`src/rtl/vga_console_ctrl_if.sv`:
```
// rtl/vga_console_ctrl_if.sv - character handshake, status and bus-write signals of the console sequencer
// Purpose: groups every non-clock signal of vga_console_ctrl.
// Signals:
//   char_i, color_i, char_valid_i -> char_ready_o      character handshake
//   busy_o, cursor_x_o, cursor_y_o                     sequencer status
//   req_o, write_enable_o, mem_be_o, addr_o,
//   write_data_o -> gnt_i                              system-bus write port
// Modports: master = sequencer side, slave = CPU/bus side.
interface vga_console_ctrl_if;
   logic [7:0]  char_i;
   logic [7:0]  color_i;
   logic        char_valid_i;
   logic        char_ready_o;
   logic        busy_o;
   logic [6:0]  cursor_x_o;
   logic [4:0]  cursor_y_o;
   logic        req_o;
   logic        write_enable_o;
   logic [3:0]  mem_be_o;
   logic [31:0] addr_o;
   logic [31:0] write_data_o;
   logic        gnt_i;

   modport master (
      input  char_i, color_i, char_valid_i, gnt_i,
      output char_ready_o, busy_o, cursor_x_o, cursor_y_o,
             req_o, write_enable_o, mem_be_o, addr_o, write_data_o
   );

   modport slave (
      output char_i, color_i, char_valid_i, gnt_i,
      input  char_ready_o, busy_o, cursor_x_o, cursor_y_o,
             req_o, write_enable_o, mem_be_o, addr_o, write_data_o
   );
endinterface

```
`src/rtl/vga_console_ctrl.sv`:
```
// rtl/vga_console_ctrl.sv - text-console sequencer issuing character/colour map writes
// Purpose: accepts one character per handshake, tracks the cursor, handles CR/LF/BS/FF
//          and clears a fresh row (or the whole screen) through registered bus writes.
// Ports:
//   clk_i  system clock
//   rst_i  synchronous active-high reset
//   bus    vga_console_ctrl_if.master: character handshake, status, bus write port
module vga_console_ctrl #(
   parameter int          COLS      = 80,
   parameter int          ROWS      = 30,
   parameter logic [31:0] BASE_ADDR = 32'h0000_0000
) (
   input  logic               clk_i,
   input  logic               rst_i,
   vga_console_ctrl_if.master bus
);
   localparam logic [31:0] COLOR_OFS = 32'h0000_1000;
   localparam logic [9:0]  ROW_WORDS = 10'(COLS / 4);
   localparam logic [9:0]  LAST_WORD = 10'(ROWS * COLS / 4 - 1);
   localparam logic [6:0]  LAST_COL  = 7'(COLS - 1);
   localparam logic [4:0]  LAST_ROW  = 5'(ROWS - 1);

   typedef enum logic [2:0] {
      ST_IDLE, ST_WR_CHAR, ST_WR_COL, ST_CLR_CHAR, ST_CLR_COL
   } state_t;

   state_t      r_state, w_state_nxt;
   logic [6:0]  r_x, w_x_nxt;
   logic [4:0]  r_y, w_y_nxt;
   logic [7:0]  r_color, w_color_nxt;
   logic [11:0] r_off, w_off_nxt;
   logic        r_bs, w_bs_nxt;
   logic [9:0]  r_word, w_word_nxt;
   logic [9:0]  r_word_last, w_word_last_nxt;
   logic        r_req, w_req_nxt;
   logic [3:0]  r_be, w_be_nxt;
   logic [31:0] r_addr, w_addr_nxt;
   logic [31:0] r_data, w_data_nxt;

   logic        w_accept;
   logic [11:0] w_off_cur, w_off_prev;
   logic [4:0]  w_y_inc;
   logic [9:0]  w_row_first, w_word_inc;
   logic        w_start_wr, w_start_clr;
   logic [11:0] w_wr_off;
   logic [7:0]  w_wr_byte;
   logic [9:0]  w_clr_first, w_clr_last;

   function automatic logic [31:0] f_addr(input logic [9:0] word, input logic color_map);
      return BASE_ADDR + (color_map ? COLOR_OFS : 32'd0) + {20'd0, word, 2'b00};
   endfunction

   assign bus.char_ready_o   = (r_state == ST_IDLE) & ~rst_i;
   assign bus.busy_o         = (r_state != ST_IDLE);
   assign bus.cursor_x_o     = r_x;
   assign bus.cursor_y_o     = r_y;
   assign bus.req_o          = r_req;
   assign bus.write_enable_o = r_req;
   assign bus.mem_be_o       = r_be;
   assign bus.addr_o         = r_addr;
   assign bus.write_data_o   = r_data;

   assign w_accept    = bus.char_valid_i & bus.char_ready_o;
   assign w_off_cur   = 12'(r_y) * 12'(COLS) + 12'(r_x);
   assign w_off_prev  = w_off_cur - 12'd1;
   assign w_y_inc     = (r_y == LAST_ROW) ? 5'd0 : r_y + 5'd1;
   // Row clears always target the row the cursor is moving onto.
   assign w_row_first = 10'(w_y_inc) * ROW_WORDS;
   assign w_word_inc  = r_word + 10'd1;

   always_ff @(posedge clk_i) begin
      if (rst_i) begin
         r_state     <= ST_IDLE;
         r_x         <= '0;
         r_y         <= '0;
         r_color     <= '0;
         r_off       <= '0;
         r_bs        <= 1'b0;
         r_word      <= '0;
         r_word_last <= '0;
         r_req       <= 1'b0;
         r_be        <= '0;
         r_addr      <= '0;
         r_data      <= '0;
      end else begin
         r_state     <= w_state_nxt;
         r_x         <= w_x_nxt;
         r_y         <= w_y_nxt;
         r_color     <= w_color_nxt;
         r_off       <= w_off_nxt;
         r_bs        <= w_bs_nxt;
         r_word      <= w_word_nxt;
         r_word_last <= w_word_last_nxt;
         r_req       <= w_req_nxt;
         r_be        <= w_be_nxt;
         r_addr      <= w_addr_nxt;
         r_data      <= w_data_nxt;
      end
   end

   always_comb begin
      w_state_nxt     = r_state;
      w_x_nxt         = r_x;
      w_y_nxt         = r_y;
      w_color_nxt     = r_color;
      w_off_nxt       = r_off;
      w_bs_nxt        = r_bs;
      w_word_nxt      = r_word;
      w_word_last_nxt = r_word_last;
      w_req_nxt       = r_req;
      w_be_nxt        = r_be;
      w_addr_nxt      = r_addr;
      w_data_nxt      = r_data;
      w_start_wr      = 1'b0;
      w_wr_off        = w_off_cur;
      w_wr_byte       = bus.char_i;
      w_start_clr     = 1'b0;
      w_clr_first     = w_row_first;
      w_clr_last      = w_row_first + ROW_WORDS - 10'd1;

      case (r_state)
         ST_IDLE: begin
            if (w_accept) begin
               w_color_nxt = bus.color_i;
               if (bus.char_i >= 8'h20) begin
                  w_bs_nxt   = 1'b0;
                  w_start_wr = 1'b1;
               end else begin
                  case (bus.char_i)
                     8'h0D: w_x_nxt = '0;
                     8'h0A: begin
                        w_x_nxt     = '0;
                        w_y_nxt     = w_y_inc;
                        w_start_clr = 1'b1;
                     end
                     8'h08: begin
                        // The cursor itself moves back only on the colour-write grant.
                        if (r_x != 7'd0) begin
                           w_bs_nxt   = 1'b1;
                           w_wr_off   = w_off_prev;
                           w_wr_byte  = 8'h20;
                           w_start_wr = 1'b1;
                        end
                     end
                     8'h0C: begin
                        w_x_nxt     = '0;
                        w_y_nxt     = '0;
                        w_clr_first = '0;
                        w_clr_last  = LAST_WORD;
                        w_start_clr = 1'b1;
                     end
                     default: ;
                  endcase
               end
            end
         end
         ST_WR_CHAR: begin
            if (bus.gnt_i) begin
               w_state_nxt = ST_WR_COL;
               w_addr_nxt  = f_addr(r_off[11:2], 1'b1);
               w_data_nxt  = {4{r_color}};
            end
         end
         ST_WR_COL: begin
            if (bus.gnt_i) begin
               w_state_nxt = ST_IDLE;
               w_req_nxt   = 1'b0;
               if (r_bs) begin
                  w_x_nxt = r_x - 7'd1;
               end else if (r_x == LAST_COL) begin
                  w_x_nxt     = '0;
                  w_y_nxt     = w_y_inc;
                  w_start_clr = 1'b1;
               end else begin
                  w_x_nxt = r_x + 7'd1;
               end
            end
         end
         ST_CLR_CHAR: begin
            if (bus.gnt_i) begin
               w_state_nxt = ST_CLR_COL;
               w_addr_nxt  = f_addr(r_word, 1'b1);
               w_data_nxt  = {4{r_color}};
            end
         end
         ST_CLR_COL: begin
            if (bus.gnt_i) begin
               if (r_word == r_word_last) begin
                  w_state_nxt = ST_IDLE;
                  w_req_nxt   = 1'b0;
               end else begin
                  w_state_nxt = ST_CLR_CHAR;
                  w_word_nxt  = w_word_inc;
                  w_addr_nxt  = f_addr(w_word_inc, 1'b0);
                  w_data_nxt  = 32'h2020_2020;
               end
            end
         end
         default: w_state_nxt = ST_IDLE;
      endcase

      // The first write of a sequence is loaded here so it is presented the cycle after entry.
      if (w_start_wr) begin
         w_state_nxt = ST_WR_CHAR;
         w_off_nxt   = w_wr_off;
         w_req_nxt   = 1'b1;
         w_be_nxt    = 4'b0001 << w_wr_off[1:0];
         w_addr_nxt  = f_addr(w_wr_off[11:2], 1'b0);
         w_data_nxt  = {4{w_wr_byte}};
      end
      if (w_start_clr) begin
         w_state_nxt     = ST_CLR_CHAR;
         w_word_nxt      = w_clr_first;
         w_word_last_nxt = w_clr_last;
         w_req_nxt       = 1'b1;
         w_be_nxt        = 4'b1111;
         w_addr_nxt      = f_addr(w_clr_first, 1'b0);
         w_data_nxt      = 32'h2020_2020;
      end
   end
endmodule
```
`src/flat_wrapper.sv`:
```
// flat-port wrapper written by rule: the top's interface ports become plain ports
module vga_console_ctrl_flat 
#(
   parameter int          COLS      = 80,
   parameter int          ROWS      = 30,
   parameter logic [31:0] BASE_ADDR = 32'h0000_0000
)
  (clk_i, rst_i, bus_char_i, bus_color_i, bus_char_valid_i, bus_gnt_i, bus_char_ready_o, bus_busy_o, bus_cursor_x_o, bus_cursor_y_o, bus_req_o, bus_write_enable_o, bus_mem_be_o, bus_addr_o, bus_write_data_o);
  vga_console_ctrl_if bus_i ();
  input  logic clk_i;
  input  logic rst_i;
  input wire logic [$bits(bus_i.char_i)-1:0] bus_char_i;
  input wire logic [$bits(bus_i.color_i)-1:0] bus_color_i;
  input wire logic [$bits(bus_i.char_valid_i)-1:0] bus_char_valid_i;
  input wire logic [$bits(bus_i.gnt_i)-1:0] bus_gnt_i;
  output wire logic [$bits(bus_i.char_ready_o)-1:0] bus_char_ready_o;
  output wire logic [$bits(bus_i.busy_o)-1:0] bus_busy_o;
  output wire logic [$bits(bus_i.cursor_x_o)-1:0] bus_cursor_x_o;
  output wire logic [$bits(bus_i.cursor_y_o)-1:0] bus_cursor_y_o;
  output wire logic [$bits(bus_i.req_o)-1:0] bus_req_o;
  output wire logic [$bits(bus_i.write_enable_o)-1:0] bus_write_enable_o;
  output wire logic [$bits(bus_i.mem_be_o)-1:0] bus_mem_be_o;
  output wire logic [$bits(bus_i.addr_o)-1:0] bus_addr_o;
  output wire logic [$bits(bus_i.write_data_o)-1:0] bus_write_data_o;
  assign bus_i.char_i = bus_char_i;
  assign bus_i.color_i = bus_color_i;
  assign bus_i.char_valid_i = bus_char_valid_i;
  assign bus_i.gnt_i = bus_gnt_i;
  assign bus_char_ready_o = bus_i.char_ready_o;
  assign bus_busy_o = bus_i.busy_o;
  assign bus_cursor_x_o = bus_i.cursor_x_o;
  assign bus_cursor_y_o = bus_i.cursor_y_o;
  assign bus_req_o = bus_i.req_o;
  assign bus_write_enable_o = bus_i.write_enable_o;
  assign bus_mem_be_o = bus_i.mem_be_o;
  assign bus_addr_o = bus_i.addr_o;
  assign bus_write_data_o = bus_i.write_data_o;
  vga_console_ctrl #(.COLS(COLS), .ROWS(ROWS), .BASE_ADDR(BASE_ADDR)) u_core (.clk_i(clk_i), .rst_i(rst_i), .bus(bus_i));
endmodule
```
`config.mk`:
```
export PLATFORM = sky130hd
export DESIGN_NAME = vga_console_ctrl_flat
export DESIGN_NICKNAME = d
export VERILOG_FILES = /design/src/rtl/vga_console_ctrl_if.sv /design/src/rtl/vga_console_ctrl.sv /design/src/flat_wrapper.sv
export SDC_FILE = /design/constraint.sdc
export NUM_CORES = 1
export LEC_CHECK = 0
export BUFFER_PORTS_ARGS = -buffer_cell sky130_fd_sc_hd__buf_2
export CORE_ASPECT_RATIO = 0.75
export CORE_MARGIN = 2
export CORE_UTILIZATION = 50
export DETAILED_ROUTE_END_ITERATION = 10
export PLACE_DENSITY = 0.73
export SLEW_MARGIN = 10
export SYNTH_ARGS = -nofsm -noshare
export SYNTH_HDL_FRONTEND = slang
export SYNTH_SLANG_ARGS = --single-unit
```
`constraint.sdc`:
```
create_clock -name clk_i -period 5.7 [get_ports clk_i]
set_input_delay 0 -clock clk_i [delete_from_list [all_inputs] [get_ports clk_i]]
set_output_delay 0 -clock clk_i [all_outputs]
set_load 0.02 [all_outputs]
```
---- Word-level counts from Yosys, hierarchy flattened ----
Cells that the tools add are included.
word-level totals
  logic and storage cells ................. 179
  input bits .............................. 20
  bits in registers ....................... 125
  output and inout bits ................... 84
cells by class
  $lt $le $gt $ge ......................... 1
  multipliers ............................. 2
  reductions and logical operators ........ 31
  add/subtract/negate cells ............... 10
  shifts and indexed selects .............. 1
  multiplexer cells ....................... 81
  bitwise operators ....................... 4
  equality and inequality tests ........... 34
operators by type and width
  kind                      count
  $mux W32                  8
  $mux W10                  12
  $pmux W32 S3              1
  $mux W12                  7
  $pmux W32 S2              1
  $mux W7                   6
  $mux W8                   5
  $eq A8 B4 Y1 const B      4
  $mux W30                  1
  $mux W5                   6
  $add A13 B12 Y14 const A  2
  $reduce_and A5 Y1         5
  $ne A4 B2 Y1 const B      5
  $pmux W5 S2               2
  $mux W1                   19
  $mul A5 B3 Y8 const B     2
  $ne A2 B2 Y1 const B      8
  $reduce_and A4 Y1         4
  $pmux W3 S5               1
  $pmux W7 S2               1
  $add A12 B7 Y12           1
  $mux W3                   4
  $reduce_bool A2 Y1        6
  $sub A12 B1 Y12 const B   1
  34 further kinds          52

---- Logic depth before layout (Yosys ltp) ----
  word-level depth ........................ 11
  mapped depth ............................ 13
  depth with buffers taken out ............ 13

---- Worst setup path before layout ----
OpenSTA, ideal clock, no wires.
  kind .................................... register to register
  start ................................... register u_core.r_y[0], in the netlist u_core.bus.cursor_y_o[0]
  end ..................................... register u_core.r_word_last[9]
  arrival ................................. 3.114 ns
  data required time ...................... 5.566 ns
  clock period less this slack ............ 3.248 ns
  library setup time ...................... 0.134 ns
  setup slack ............................. 2.452 ns
  buffers on the path ..................... 0
  stages on the path, launching flop included .. 13
  cells stage by stage .................... dfxtp_1 > ha_1 > o211ai_1 > a21boi_0 > inv_1 > ha_1 > inv_1 > fa_1 > nand3b_1 > nor3_1 > maj3_1 > nor2_1 > a211oi_1
between the ends
  cells in the longest elaborated chain, start to end .. 9
  elaborated cells on any way between the ends .. 10
  classes of those cells .................. add/sub (3); mul (1); eq/ne (1); mux (5)
RTL lines
  item                                                  line                     source
  from (decl)                                           vga_console_ctrl.sv:29   logic [4:0] r_y, w_y_nxt;
  from (signal assigned)                                vga_console_ctrl.sv:88   r_y <= w_y_nxt;
  $add A5 B1 Y5 / $eq A5 B5 Y1 (equally long branches)  vga_console_ctrl.sv:66   assign w_y_inc = (r_y == LAST_ROW) ? 5'd0 : r_y + 5'd1;
  $mux W5 (*)                                           vga_console_ctrl.sv:66
  $mul A5 B3 Y8 (*)                                     vga_console_ctrl.sv:68   assign w_row_first = 10'(w_y_inc) * ROW_WORDS;
  $add A10 B5 Y10 (*)                                   vga_console_ctrl.sv:119  w_clr_last = w_row_first + ROW_WORDS - 10'd1;
  $sub A10 B1 Y10 (*)                                   vga_console_ctrl.sv:119
  $mux W10                                              vga_console_ctrl.sv:129  case (bus.char_i)
  $mux W10                                              vga_console_ctrl.sv:125  if (bus.char_i >= 8'h20) begin
  $mux W10                                              vga_console_ctrl.sv:123  if (w_accept) begin
  $mux W10 (*)                                          vga_console_ctrl.sv:121  case (r_state)
  to (signal assigned)                                  vga_console_ctrl.sv:93   r_word_last <= w_word_last_nxt;
  to (decl)                                             vga_console_ctrl.sv:34   logic [9:0] r_word_last, w_word_last_nxt;
Every way passes the cells marked *; elsewhere a longest branch is shown, timed or not.
A chain may end at the register's enable or synchronous reset.

---- Final worst setup path ----
  start ................................... register u_core.r_y[0], in the netlist u_core.bus.cursor_y_o[0]
  end ..................................... register u_core.r_addr[10], in the netlist u_core.bus.addr_o[10]
between the ends
  cells in the longest elaborated chain, start to end .. 10
  elaborated cells on any way between the ends .. 18
  classes of those cells .................. add/sub (3); mul (2); eq/ne (1); mux (12)
RTL lines
  item                  line                     source
  $mul A5 B3 Y8         vga_console_ctrl.sv:64   assign w_off_cur = 12'(r_y) * 12'(COLS) + 12'(r_x);
  $add A12 B7 Y12       vga_console_ctrl.sv:64
  $sub A12 B1 Y12       vga_console_ctrl.sv:65   assign w_off_prev = w_off_cur - 12'd1;
  $mux W12              vga_console_ctrl.sv:138  if (r_x != 7'd0) begin
  $mux W12              vga_console_ctrl.sv:129
  $mux W12              vga_console_ctrl.sv:125
  $mux W12              vga_console_ctrl.sv:123
  $mux W12              vga_console_ctrl.sv:121
  $mux W12              vga_console_ctrl.sv:203  if (w_start_wr) begin
  $mux W12 (*)          vga_console_ctrl.sv:211  if (w_start_clr) begin
  to (signal assigned)  vga_console_ctrl.sv:96   r_addr <= w_addr_nxt;
  to (decl)             vga_console_ctrl.sv:37   logic [31:0] r_addr, w_addr_nxt;
Marked as above.

==> run_results.csv <==
group,metric,value,unit
finish,final_cell_mix,"buf_2, dfxtp_1, a21oi_1, nor2_1, nand2_1",
sta,worst_slack,2.16,ns
routing,wl,15200,um
routing,avgRoutedWirePerCell,17.8,um
power_and_ir_drop,p_seq_share,43.0,%
synth,synthXorXnorAreaFrac,5.72,%
sta,final.setup_skew,0.00952,ns
critical_path,reg2reg_from,"u_core.bus.cursor_y_o[0]$_SDFFE_PP0P_",
global_routing,antenna_found_initial,0,
clock_tree,clk-insertion-delay-late,0.34,ns
clock_tree,cts-root-buf,"clkbuf_16",
clock_tree,clk_pin_slew_worst_paths,0.06,ns
sta,fin_tns_setup,0,ns
synth,synth_simple_gate_area_share,25.0,%
clock_tree,cts_tree,"yes",
run_status,outcome,"complete, no violations",
place,post-place-ws,2.21,ns
clock_tree,post_cts_buffers,0,
clock_tree,cts_buffers,9,
routing,vias,5221,
sta,layout_min_cycle_time,3.54,ns
critical_path,path_max_fanout,8,
floorplanning,die_x,123,um
critical_path,startpoint,"u_core.bus.cursor_y_o[0]$_SDFFE_PP0P_",
sta,tightest_slew,0.898,ns
place,placement.io_buffers,82,
finish,mostFrequentLayoutCell,"buf_2",
routing,vias_per_cell,6.10,
sta,slew_viol_final,0,
power_and_ir_drop,power_frac_comb,12.5,%
global_routing,grt_max_degree,72,
place,routabilityCongestion,0.953,
global_routing,grt_pass1_wl,24100,um
finish,antenna_cells,0,
critical_path,end_kind,"flip-flop",
power_and_ir_drop,p_sw_share,27.4,%
clock_tree,ctsLongestPathBuffers,2,
sta,relSlewSlack,39.9,%
worst_hold_path,min_path_type,"in -> reg",
synth,synthAdderAreaFrac,6.53,%
sta,hold_viol_final,0,
critical_path,crit_chain,"ha_1 -> o211ai_1 -> a21boi_0 -> inv_1 -> ha_1 -> ha_1 -> a21o_1 -> a21oi_1 -> xnor2_1 -> o21ai_0 -> nand2b_1 -> o41ai_1",
synth,ys.flop_type,"dfxtp_1",
synth,synth_area_leader_cell,"dfxtp_1",
global_routing,grt_pass1_vias,4701,
routing,drtPass1Iterations,5,
critical_path,cpMostUsedCell,"ha_1",
critical_path,crit_path_max_incr_delay,0.52,ns
floorplanning,rows,32,
power_and_ir_drop,p_leak,2.39,nW
sta,rsz0062_at_grt,"no",
power_and_ir_drop,power.internal,962,uW
routing,drtIter0Drc,581,
routing,ant_nets,0,
floorplanning,die_h,93.1,um
power_and_ir_drop,power_density,224,nW/um2
synth,synthMuxAreaShare,1.14,%
routing,drc,0,
clock_tree,cts.htree.levels,3,
sta,post-route-period-util,62.1,%
finish,nets,760,
global_routing,grt_overflow,0,
critical_path,slowest_stage,"a21boi_0",
synth,ys_ff_latch,77,
synth,synth_edf_count,0,
place,dp_hpwl,11100,um
finish,area_growth,11.8,%
synth,synth_top_family_by_area,"simple AND/OR/NAND/NOR gates",
synth,netlist_instances,670,
synth,yosysSeqAreaShare,29.1,%
global_routing,grt.total_usage,26.9,%
clock_tree,post_cts_resized,0,
floorplanning,start_util,51.4,%
clock_tree,cts_sinks,77,
floorplanning,fp.dieArea,11400,um2
finish,layout-drive-gt1-share,16.7,%
worst_hold_path,hp-start,"bus_char_i[7]",
floorplanning,coreArea,10300,um2
power_and_ir_drop,power_frac_clock,44.5,%
synth,synth.avg_cell_area,7.90,um2
power_and_ir_drop,ir_drop,0.134,mV
floorplanning,ios,104,
sta,finalSetupViolCount,0,
critical_path,path_class,"reg -> reg",
critical_path,start_kind,"flip-flop",
flow_run,drv_cap,0,
synth,synth_compound_area_share,22.1,%
synth,synth_cell_types,76,
critical_path,worstPathArrival,3.77,ns
synth,netlist_area,5290,um2
synth,async_flop_share,0,%
sta,clock.fmax,0.282,GHz
synth,yosysWarnings,0,
synth,yosysTopAreaCellShare,29.1,%
power_and_ir_drop,p_sw,363,uW
critical_path,required,5.92,ns
clock_tree,hold_buffers,8,
synth,yosys-top-cells-area,"dfxtp_1, buf_4, a21oi_1, ha_1, xnor2_1",
## per-stage QoR
step | instances | utilization [%] | instance area [um2] | power, mW | hold slack, ns
final | 856 | 57.5 | 5910 | 1.32 | 0.0113
after global routing | 856 | 57.5 | 5910 | 1.37 | 0.0537
after floorplan | 690 | - | 5370 | 0.714 | 0.0989
after detailed placement | 832 | 53.7 | 5530 | 0.740 | 0.192
after CTS | 856 | 57.5 | 5910 | 1.33 | 0.000849
after global placement | 832 | 53.7 | 5530 | 0.737 | 0.183
## cells in the mapped netlist, types with 6 or more instances
library cell and n:
a211oi_1 8, inv_1 16, or3_1 11, a21oi_1 65
nand2b_1 11, buf_4 46, nand3b_1 16, and2_1 6
nand3_1 24, or4_1 7, mux2i_1 6, clkbuf_1 29
nor2_1 57, nor3_1 22, a311oi_1 6, nor3b_1 6
o21ai_0 27, nand2_1 56, a21o_1 6, xor2_1 7
and3_1 6, dfxtp_1 77, a31oi_1 6, ha_1 22
nand4_1 8, xnor2_1 25, a22oi_1 7
## state kept, by name, summed over array words and instances (netlist names)
signal,cells
u_core.bus.addr_o,11
u_core.r_off,10
u_core.r_word,10
u_core.r_word_last,9
u_core.bus.write_data_o,8
u_core.r_color,8
u_core.bus.cursor_x_o,7
u_core.bus.cursor_y_o,5
u_core.bus.mem_be_o,4
u_core.r_state,3
u_core.bus.req_o,1
u_core.r_bs,1
## per-layer routing
metal | track usage (%) | part of all wire [%] | vias up
met5 | 0 | 0 | -
met4 | 7.66 | 1.3 | 0
met3 | 4.76 | 8.5 | 18
met2 | 42.9 | 46 | 278
met1 | 37.2 | 44 | 2466
li1 | - | - | 2459
## worst max-delay path: cells and delay by family, from the launching register on
kind	cells	cell delay, ns
adder cells (fa/ha/maj)	3	0.95
flip-flops	1	0.48
XOR/XNOR	1	0.16
buffers and inverters	1	0.20
AND/OR/NAND/NOR	1	0.12
AO/OA/AOI/OAI	6	1.52
## cell type report
type                            instances  area, um2
Fill cell                             960       4380
Multi-Input combinational cell        514       3290
Sequential cell                        77       1540
Timing Repair Buffer                   97        543
Clock buffer                           10        239
Tap cell                              136        170
Clock inverter                          6       68.8
Inverter                               16       60.1
## worst paths after layout
| check | slack [ns] | to | cells after the start |
|---|---|---|---|
| max reg2reg | 2.16 | u_core.bus.addr_o[10]$_SDFFE_PP0P_ | 12 |
| max | 2.16 | u_core.bus.addr_o[10]$_SDFFE_PP0P_ | 12 |
| min reg2reg | 0.45 | u_core.bus.addr_o[2]$_SDFFE_PP0P_ | 2 |
| min | 0.01 | u_core.bus.write_data_o[23]$_SDFFE_PP0P_ | 3 |
## power by group through the flow
| stage | Combinational [mW] | Sequential (mW) | Clock (mW) |
|---|---|---|---|
| detailed placement | 0.159 | 0.581 | 0 |
| finish | 0.166 | 0.569 | 0.590 |
| global route | 0.179 | 0.571 | 0.625 |
| floorplan | 0.124 | 0.590 | 0 |
| global placement | 0.157 | 0.580 | 0 |
| CTS | 0.164 | 0.569 | 0.601 |
## logic make-up after synthesis
family	Yosys count
simple gates	253
compound gates	175
buf+inv	99
flops	77
xor+xnor	33
fa+ha+maj	26
mux	6
other cells	1
(Power assumes the default switching activity.)
